==> config.mk <==
export PLATFORM = sky130hd
export DESIGN_NAME = uart_fifo_controller
export DESIGN_NICKNAME = d
export VERILOG_FILES = /design/src/rtl/uart_fifo_controller.sv
export SDC_FILE = /design/constraint.sdc
export NUM_CORES = 2
export LEC_CHECK = 0
export BUFFER_PORTS_ARGS = -buffer_cell sky130_fd_sc_hd__clkbuf_2
export CORE_MARGIN = 2
export CORE_UTILIZATION = 63
export DETAILED_ROUTE_END_ITERATION = 10
export GPL_TIMING_DRIVEN = 0
export PLACE_DENSITY = 0.85
export SLEW_MARGIN = 20
export SYNTH_ARGS = -nofsm -noshare
export SYNTH_HDL_FRONTEND = slang
export SYNTH_SLANG_ARGS = --single-unit
==> constraint.sdc <==
create_clock -name clk -period 4.72 [get_ports clk]
set_input_delay 0 -clock clk [delete_from_list [all_inputs] [get_ports clk]]
set_output_delay 0 -clock clk [all_outputs]
set_load 0.05 [all_outputs]
==> src/rtl/uart_fifo_controller.sv <==
// uart_fifo_controller: APB UART with programmable frame format (5-8 data bits,
// optional parity, 1/2 stop bits), separate RX/TX FIFOs, 3-point majority RX
// sampling, per-entry error flags, break detection and a level interrupt.
// Optional hardware flow control (uart_cts_n / uart_rts_n) is built only when
// the macro UART_FLOW_CTRL_EN is defined; the default build omits those ports.
module uart_fifo_controller #(
   parameter int          RX_FIFO_DEPTH = 64,
   parameter int          TX_FIFO_DEPTH = 64,
   parameter logic [15:0] DIV_RESET     = 16'd9,
   parameter logic [15:0] OVERRIDE_DIV  = 16'd0
) (
   input  logic        clk,
   input  logic        reset_n,
   input  logic        uart_rx,
   output logic        uart_tx,
   output logic        irq,
   input  logic [3:0]  apb_PADDR,
   input  logic        apb_PSEL,
   input  logic        apb_PENABLE,
   input  logic        apb_PWRITE,
   input  logic [31:0] apb_PWDATA,
   output logic        apb_PREADY,
   output logic [31:0] apb_PRDATA
`ifdef UART_FLOW_CTRL_EN
   ,
   input  logic        uart_cts_n,
   output logic        uart_rts_n
`endif
);

   localparam int RFB = $clog2(RX_FIFO_DEPTH);
   localparam int TFB = $clog2(TX_FIFO_DEPTH);

   typedef struct packed {
      logic       brk;
      logic       ferr;
      logic       perr;
      logic [7:0] data;
   } rx_entry_t;

   typedef enum logic [2:0] {R_IDLE, R_START, R_DATA, R_PAR, R_STOP, R_BRK} rx_st_t;
   typedef enum logic [2:0] {T_IDLE, T_START, T_DATA, T_PAR, T_STOP} tx_st_t;

   function automatic logic [7:0] sat8(input logic [15:0] v);
      return (v > 16'd255) ? 8'hFF : v[7:0];
   endfunction

   // configuration / interrupt registers
   logic [15:0] divisor;
   logic [1:0]  dbits;
   logic        par_en, par_odd, stop2;
   logic [3:0]  irq_en;
   logic [3:0]  sticky;      // {FERR, BRK, TXOVR, RXOVR}
   logic [3:0]  rx_thr, tx_thr;

   // FIFOs
   rx_entry_t   rx_mem [RX_FIFO_DEPTH];
   logic [7:0]  tx_mem [TX_FIFO_DEPTH];
   logic [RFB:0] rx_wp, rx_rp, rx_lvl;
   logic [TFB:0] tx_wp, tx_rp, tx_lvl;
   logic        rx_empty, rx_full, tx_empty, tx_full;
   logic [7:0]  rx_lvl8, tx_lvl8;
   rx_entry_t   rx_head, rx_ent;
   logic        rx_push, rx_pop, rx_do_push;
   logic        tx_wr, tx_pop, tx_do_push;

   // APB decode
   logic        acc, wr, rd, conf_wr_req, conf_wr;
   logic [1:0]  ra;
   rx_st_t      rx_st;
   tx_st_t      tx_st;
   logic        cts_ok;

   assign acc         = apb_PSEL & apb_PENABLE;
   assign ra          = apb_PADDR[3:2];
   assign wr          = acc & apb_PWRITE;
   assign rd          = acc & ~apb_PWRITE;
   assign conf_wr_req = wr & (ra == 2'd2);
   // a format change must not disturb a frame in flight, so CONF waits for TX to drain
   assign apb_PREADY  = ~(conf_wr_req & ~(tx_empty & (tx_st == T_IDLE)));
   assign conf_wr     = conf_wr_req & apb_PREADY;

   logic unused_bits;
   assign unused_bits = &{1'b0, apb_PADDR[1:0], apb_PWDATA[31:24]};

   assign rx_empty = (rx_wp == rx_rp);
   assign rx_full  = (rx_wp[RFB] != rx_rp[RFB]) && (rx_wp[RFB-1:0] == rx_rp[RFB-1:0]);
   assign rx_lvl   = rx_wp - rx_rp;
   assign tx_empty = (tx_wp == tx_rp);
   assign tx_full  = (tx_wp[TFB] != tx_rp[TFB]) && (tx_wp[TFB-1:0] == tx_rp[TFB-1:0]);
   assign tx_lvl   = tx_wp - tx_rp;
   assign rx_lvl8  = sat8(16'(rx_lvl));
   assign tx_lvl8  = sat8(16'(tx_lvl));
   assign rx_head  = rx_mem[rx_rp[RFB-1:0]];

   assign rx_pop     = rd & (ra == 2'd0) & ~rx_empty;
   assign rx_do_push = rx_push & (~rx_full | rx_pop);
   assign tx_wr      = wr & (ra == 2'd1);
   assign tx_do_push = tx_wr & (~tx_full | tx_pop);

   // register read mux
   always_comb begin
      apb_PRDATA = 32'd0;
      case (ra)
         2'd0: apb_PRDATA = rx_empty ? 32'h8000_0000 : {21'd0, rx_head};
         2'd1: apb_PRDATA = {tx_full, tx_empty, 14'd0, rx_lvl8, tx_lvl8};
         2'd2: apb_PRDATA = {11'd0, stop2, par_odd, par_en, dbits, divisor};
         default: apb_PRDATA = {8'd0, tx_thr, rx_thr, 4'd0, sticky, 4'd0, irq_en};
      endcase
   end

   // RX FIFO storage
   always_ff @(posedge clk) begin
      if (rx_do_push) rx_mem[rx_wp[RFB-1:0]] <= rx_ent;
   end

   // TX FIFO storage
   always_ff @(posedge clk) begin
      if (tx_do_push) tx_mem[tx_wp[TFB-1:0]] <= apb_PWDATA[7:0];
   end

   // FIFO pointers
   always_ff @(posedge clk or negedge reset_n) begin
      if (!reset_n) begin
         rx_wp <= '0; rx_rp <= '0; tx_wp <= '0; tx_rp <= '0;
      end else begin
         if (rx_do_push) rx_wp <= rx_wp + 1'b1;
         if (rx_pop)     rx_rp <= rx_rp + 1'b1;
         if (tx_do_push) tx_wp <= tx_wp + 1'b1;
         if (tx_pop)     tx_rp <= tx_rp + 1'b1;
      end
   end

   // configuration, enables, thresholds and sticky status
   logic [3:0] st_set, st_clr;
   assign st_set = {rx_push & rx_ent.ferr, rx_push & rx_ent.brk,
                    tx_wr & ~tx_do_push, rx_push & ~rx_do_push};
   assign st_clr = (wr & (ra == 2'd3)) ? apb_PWDATA[11:8] : 4'd0;

   always_ff @(posedge clk or negedge reset_n) begin
      if (!reset_n) begin
         divisor <= DIV_RESET;
         dbits   <= 2'd3;
         par_en  <= 1'b0;
         par_odd <= 1'b0;
         stop2   <= 1'b0;
         irq_en  <= 4'd0;
         rx_thr  <= 4'd0;
         tx_thr  <= 4'd0;
         sticky  <= 4'd0;
      end else begin
         if (conf_wr) begin
            divisor <= (OVERRIDE_DIV != 16'd0) ? OVERRIDE_DIV : apb_PWDATA[15:0];
            dbits   <= apb_PWDATA[17:16];
            par_en  <= apb_PWDATA[18];
            par_odd <= apb_PWDATA[19];
            stop2   <= apb_PWDATA[20];
         end
         if (wr && ra == 2'd3) begin
            irq_en <= apb_PWDATA[3:0];
            rx_thr <= apb_PWDATA[19:16];
            tx_thr <= apb_PWDATA[23:20];
         end
         // a new event in the same cycle as a clear wins
         sticky <= (sticky & ~st_clr) | st_set;
      end
   end

   // interrupt: registered OR of enabled conditions
   logic [3:0] rx_thr_eff;
   logic       cond_rxne, cond_txlow;
   assign rx_thr_eff = (rx_thr == 4'd0) ? 4'd1 : rx_thr;
   assign cond_rxne  = rx_lvl8 >= {4'd0, rx_thr_eff};
   assign cond_txlow = tx_lvl8 <= {4'd0, tx_thr};

   always_ff @(posedge clk or negedge reset_n) begin
      if (!reset_n) irq <= 1'b0;
      else          irq <= |(irq_en & {sticky[2], sticky[0], cond_txlow, cond_rxne});
   end

   // RX input synchroniser plus previous value for edge detect
   logic rx_meta, rx_s, rx_prev;
   always_ff @(posedge clk or negedge reset_n) begin
      if (!reset_n) begin
         rx_meta <= 1'b1; rx_s <= 1'b1; rx_prev <= 1'b1;
      end else begin
         rx_meta <= uart_rx; rx_s <= rx_meta; rx_prev <= rx_s;
      end
   end

   // RX bit timing: rcnt counts cycles inside the current bit (0..divisor)
   logic [15:0] rcnt, half;
   logic [1:0]  rsmp;
   logic [2:0]  rbit;
   logic [7:0]  rdata;
   logic        rzero, rperr, rmaj, samp_win, samp_dec, r_end;
   assign half     = divisor >> 1;
   assign samp_win = (rcnt == half - 16'd1) || (rcnt == half) || (rcnt == half + 16'd1);
   assign samp_dec = (rcnt == half + 16'd1);
   assign r_end    = (rcnt == divisor);
   assign rmaj     = (rsmp[1] & rsmp[0]) | (rsmp[1] & rx_s) | (rsmp[0] & rx_s);

   // RX frame FSM; entry is staged in rx_ent and pushed the cycle after the stop sample
   always_ff @(posedge clk or negedge reset_n) begin
      if (!reset_n) begin
         rx_st   <= R_IDLE;
         rcnt    <= 16'd0;
         rsmp    <= 2'b11;
         rbit    <= 3'd0;
         rdata   <= 8'd0;
         rzero   <= 1'b1;
         rperr   <= 1'b0;
         rx_push <= 1'b0;
         rx_ent  <= '0;
      end else begin
         rx_push <= 1'b0;
         if (rx_st != R_IDLE && rx_st != R_BRK) begin
            rcnt <= r_end ? 16'd0 : rcnt + 16'd1;
            if (samp_win) rsmp <= {rsmp[0], rx_s};
         end
         case (rx_st)
            R_IDLE: if (rx_prev && !rx_s) begin
               rx_st <= R_START;
               rcnt  <= 16'd1;
               rbit  <= 3'd0;
               rdata <= 8'd0;
               rzero <= 1'b1;
               rperr <= 1'b0;
            end
            R_START: begin
               if (samp_dec && rmaj) rx_st <= R_IDLE;
               else if (r_end)       rx_st <= R_DATA;
            end
            R_DATA: begin
               if (samp_dec) begin
                  rdata[rbit] <= rmaj;
                  if (rmaj) rzero <= 1'b0;
               end
               if (r_end) begin
                  if (rbit == {1'b0, dbits} + 3'd4) rx_st <= par_en ? R_PAR : R_STOP;
                  else                              rbit  <= rbit + 3'd1;
               end
            end
            R_PAR: begin
               if (samp_dec) begin
                  rperr <= rmaj ^ (^rdata) ^ par_odd;
                  if (rmaj) rzero <= 1'b0;
               end
               if (r_end) rx_st <= R_STOP;
            end
            R_STOP: if (samp_dec) begin
               rx_push <= 1'b1;
               if (!rmaj && rzero) begin
                  rx_ent <= '{brk: 1'b1, ferr: 1'b1, perr: 1'b0, data: 8'd0};
                  rx_st  <= R_BRK;
               end else begin
                  rx_ent <= '{brk: 1'b0, ferr: ~rmaj, perr: rperr, data: rdata};
                  rx_st  <= R_IDLE;
               end
            end
            default: if (rx_s) rx_st <= R_IDLE;   // break: wait for line release
         endcase
      end
   end

`ifdef UART_FLOW_CTRL_EN
   localparam logic [RFB:0] RX_DEPTH_V = (RFB+1)'(RX_FIFO_DEPTH);
   logic cts_meta, cts_s;
   logic [RFB:0] rx_free;
   assign rx_free = RX_DEPTH_V - rx_lvl;
   assign cts_ok  = ~cts_s;

   // CTS synchroniser and registered RTS from RX free space
   always_ff @(posedge clk or negedge reset_n) begin
      if (!reset_n) begin
         cts_meta <= 1'b1; cts_s <= 1'b1; uart_rts_n <= 1'b1;
      end else begin
         cts_meta   <= uart_cts_n;
         cts_s      <= cts_meta;
         uart_rts_n <= (rx_free < (RFB+1)'(4));
      end
   end
`else
   assign cts_ok = 1'b1;
`endif

   // TX timing and pop decision; a pop on the last stop cycle gives back-to-back frames
   logic [15:0] tcnt;
   logic [2:0]  tbit;
   logic [7:0]  tsh, fmt_mask, tx_head_m;
   logic        tpar, tstopn, t_end, last_stop;
   assign t_end     = (tcnt == divisor);
   assign last_stop = (tx_st == T_STOP) && t_end && !tstopn;
   assign tx_pop    = ~tx_empty & cts_ok & ((tx_st == T_IDLE) | last_stop);
   assign fmt_mask  = 8'hFF >> (2'd3 - dbits);
   assign tx_head_m = tx_mem[tx_rp[TFB-1:0]] & fmt_mask;

   // TX frame FSM with registered serial output
   always_ff @(posedge clk or negedge reset_n) begin
      if (!reset_n) begin
         tx_st   <= T_IDLE;
         tcnt    <= 16'd0;
         tbit    <= 3'd0;
         tsh     <= 8'd0;
         tpar    <= 1'b0;
         tstopn  <= 1'b0;
         uart_tx <= 1'b1;
      end else if (tx_pop) begin
         tx_st   <= T_START;
         tcnt    <= 16'd0;
         tsh     <= tx_head_m;
         tpar    <= ^tx_head_m;
         uart_tx <= 1'b0;
      end else begin
         if (tx_st != T_IDLE) tcnt <= t_end ? 16'd0 : tcnt + 16'd1;
         case (tx_st)
            T_START: if (t_end) begin
               tx_st   <= T_DATA;
               tbit    <= 3'd0;
               uart_tx <= tsh[0];
            end
            T_DATA: if (t_end) begin
               if (tbit == {1'b0, dbits} + 3'd4) begin
                  if (par_en) begin
                     tx_st   <= T_PAR;
                     uart_tx <= tpar ^ par_odd;
                  end else begin
                     tx_st   <= T_STOP;
                     tstopn  <= stop2;
                     uart_tx <= 1'b1;
                  end
               end else begin
                  tbit    <= tbit + 3'd1;
                  tsh     <= tsh >> 1;
                  uart_tx <= tsh[1];
               end
            end
            T_PAR: if (t_end) begin
               tx_st   <= T_STOP;
               tstopn  <= stop2;
               uart_tx <= 1'b1;
            end
            T_STOP: if (t_end) begin
               if (tstopn) tstopn <= 1'b0;
               else        tx_st  <= T_IDLE;
            end
            default: uart_tx <= 1'b1;
         endcase
      end
   end

endmodule

==> results.py <==
metrics = {
    "power_and_ir_drop": {
        "powerDensity_nw_per_um2": 585.1,
        "netSwitchingPower_uw": 13560,
        "cellLeakagePower_uw": 0.02177,
        "p_int_uw": 24460,
        "power_frac_seq": 0.381,
        "clkPwrFrac": 0.290,
        "switching_share": 0.3566,
        "ir_drop_mv": 0.4488,
        "pwr-share-comb": 0.329,
    },
    "critical_path": {
        "worstSetupPathType": "flip-flop to flip-flop",
        "path_delay_family": "simple AND/OR/NAND/NOR gates",
        "cp-start-kind": "flip-flop",
        "reg2reg_from": "rx_rp[1]",
        "critPathMaxFanout": 11,
        "end_kind": "flip-flop",
        "critPathBufInv": 4,
        "setup.worst_path.start": "rx_rp[1]",
        "cp.required_ps": 5120,
        "cpPeakStageDelay_ps": 670,
        "worstPathCellList": "clkbuf_2 -> clkbuf_2 -> clkbuf_4 -> inv_1 -> ha_1 -> nand2_1 -> nor3_1 -> a31oi_1 -> nor2b_4 -> nand2_2 -> nor2_4",
        "crit_top_cell": "clkbuf_2",
        "worstPathArrival_ps": 5350,
        "slowest_stage": "a31oi_1",
    },
    "logic_synthesis": {
        "synth_top_area_share": 0.6467,
        "netlist_area_sq_um": 56470,
        "synth_most_common_cell": "edfxtp_1",
        "synth_top_family_by_area": "multiplexers",
        "synthAdderAreaFrac": 0.007356,
        "synthCells": 3078,
        "synth-xor-area-share": 0.02087,
        "synth_common_cells": "edfxtp_1, mux4_2, nor2_1, dfrtp_1, nand2_1",
        "synth_compound_area_frac": 0.03002,
        "synth_top_area_cell": "edfxtp_1",
        "synth-edff-count": 1216,
        "synth-seq-area-share": 0.7125,
        "ys_types": 76,
        "synth_ff_type": "edfxtp_1",
        "synthSimpleGateAreaFrac": 0.05112,
        "yosys-top-cells-area": "edfxtp_1, mux4_2, dfrtp_1",
        "synth.mux.area_fraction": 0.1605,
        "async_flop_share": 0.1085,
        "yosysWarnings": 0,
        "ys_ff_latch": 1364,
        "synth_area_per_cell_sq_um": 18.35,
    },
    "place": {
        "post-dp-hpwl_um": 101100,
        "portBuffers": 59,
        "globalplace.congestion": 0.9608,
        "dpl_cell_area_sq_um": 58580,
        "dp_slack_ps": -1354,
    },
    "sta": {
        "slew_viol_final": 0,
        "fmax_mhz": 202.3,
        "rsz0062_at_grt": "yes",
        "hold_viol_final": 0,
        "skew_ps": 30.01,
        "fin_crit_sh": 1.047,
        "tns_ps": -26100,
        "setup_viol": 377,
        "finalCriticalPeriod_ps": 4943,
        "setup_slack_ps": -222.8,
        "worst_pin_slew_ps": 1312,
        "maxSlewHeadroom": 0.1230,
        "whs_ps": 34.95,
    },
    "run_status": {
        "status": "complete, but fails checks",
        "violations": "setup timing",
    },
    "drt": {
        "drt_iter0_drc": 6848,
        "viasPerCell": 7.656,
        "dr.pass1.iters": 6,
        "wirelength_um": 184700,
        "wl_per_cell_um": 39.79,
        "drcViolationCount": 0,
        "vias": 35530,
        "ant_nets": 0,
    },
    "global_routing": {
        "antenna_found_initial": 14,
        "grt.total_usage": 0.3967,
        "grt_pass1_vias": 34150,
        "grt_pass1_wl_um": 251600,
        "grt.overflow.total": 0,
        "grt_start_max_net_pins": 73,
    },
    "die": {
        "die_area_sq_um": 92040,
        "ios": 77,
        "dieWidth_um": 303.4,
        "design.core.area_sq_um": 88650,
        "die_h_um": 303.4,
        "num_rows": 109,
        "initial_utilization": 0.6370,
    },
    "cts": {
        "cts_htree_levels": 4,
        "cts.sinks": 1364,
        "cts-root-buf": "clkbuf_16",
        "cts_tree": "done",
        "clockBufferDepth": 3,
        "cts_buffers": 135,
        "clk_latency_ps": 770,
        "path_clk_slew_ps": 70,
    },
    "flow_run": {
        "maxCapViolCount": 0,
    },
    "finish": {
        "final_area_sq_um": 64990,
        "areaGrowthSynthToFinish_pct": 15.09,
        "nets": 3436,
        "drive_gt1_frac": 0.2834,
    },
    "worst_hold_path": {
        "hold_path_startpoint": "apb_PWDATA[7]",
        "hold_class": "input port to flip-flop",
    },
}
==> flip-flops by register name, summed over array words and instances, names as in the netlist, 8 cells and up <==
| name | flops |
|---|---|
| divisor | 16 |
| rcnt | 16 |
| rdata | 8 |
| rx_ent | 11 |
| rx_mem | 704 |
| tcnt | 16 |
| tsh | 8 |
| tx_mem | 512 |
==> layer usage <==
| layer | vias up | wire length [um] | track usage |
|---|---|---|---|
| li1 | 12880 | - | - |
| met1 | 17590 | 58990 | 0.5108 |
| met2 | 4103 | 83980 | 0.6007 |
| met3 | 939 | 28090 | 0.1319 |
| met4 | 18 | 13450 | 0.2276 |
| met5 | - | 146 | 0 |
==> power groups by stage <==
stage          combinational, uW  sequential, uW  clock (uW)
2_1_floorplan               7320           14500           0
3_3_place_gp               10700           14800           0
3_5_place_dp               11300           14700           0
4_1_cts                    11700           14400       10800
5_1_grt                    12700           14500       11300
6_report                   12500           14500       11000
==> worst paths after layout <==
path | endpoint | slack, ps | depth (start not counted)
setup / recovery | rx_mem[26][9] | -220 | 11
hold / removal | tx_mem[32][7] | 30 | 1
setup reg to reg | rx_mem[26][9] | -220 | 11
hold reg to reg | rx_s | 360 | 0
max in group asynchronous | uart_tx | 3850 | 4
min in group asynchronous | dbits[1] | 440 | 3
==> metrics by stage <==
stage	utilization	instances	power, uW
floorplan	-	3083	21840
global placement	0.6570	4307	25530
detailed placement	0.6608	4318	26010
CTS	0.7279	4616	36880
global route	0.7329	4635	38570
finish	0.7331	4641	38020
==> cells by family after synthesis <==
| family | Yosys count |
|---|---|
| simple gates | 606 |
| xor+xnor | 133 |
| other cells | 1 |
| buf+inv | 235 |
| fa+ha+maj | 32 |
| compound gates | 261 |
| flops | 1364 |
| mux | 446 |
==> worst register-to-register path, cell delays in order (launching register included) <==
cell	delay [ps]
dfrtp_1	400
clkbuf_2	370
clkbuf_2	410
clkbuf_4	420
inv_1	210
ha_1	340
nand2_1	140
nor3_1	90
a31oi_1	670
nor2b_4	460
nand2_2	500
nor2_4	570
==> placed cells by master, fill, tap and decap left out, drive strengths merged, types with 14 or more instances in the layout <==
cell / n
a21oi: 52
and2: 18
and3: 18
buf: 109
clkbuf: 344
clkinv: 56
dfrtp: 137
dlygate4sd3: 34
edfxtp: 1216
ha: 30
inv: 60
mux2: 46
mux2i: 37
mux4: 363
nand2: 136
nand2b: 15
nand3: 39
nand3b: 18
nand4: 23
nor2: 228
nor2b: 25
nor3: 23
nor4: 14
o21ai: 80
xnor2: 77
xor2: 55
==> final cells by class <==
| class | count | area [sq um] |
|---|---|---|
| Antenna cell | 7 | 17.52 |
| Buffer | 180 | 913.4 |
| Clock buffer | 165 | 3552 |
| Clock inverter | 79 | 802.0 |
| Fill cell | 4679 | 23660 |
| Inverter | 53 | 202.7 |
| Multi-Input combinational cell | 1484 | 16120 |
| Sequential cell | 1364 | 40250 |
| Tap cell | 1165 | 1458 |
| Timing Repair Buffer | 144 | 1678 |
==> what timing repair did <==
item | in CTS | in global routing
hold endpoints to repair | 180 | 128
setup endpoints to repair | 1244 | 1017
gates resized for setup | 267 | 73
pin swaps | 18 | 17
gates cloned | 0 | 0
hold buffers | 33 | 2
setup buffers | 22 | 17
(Power assumes the default switching activity.)
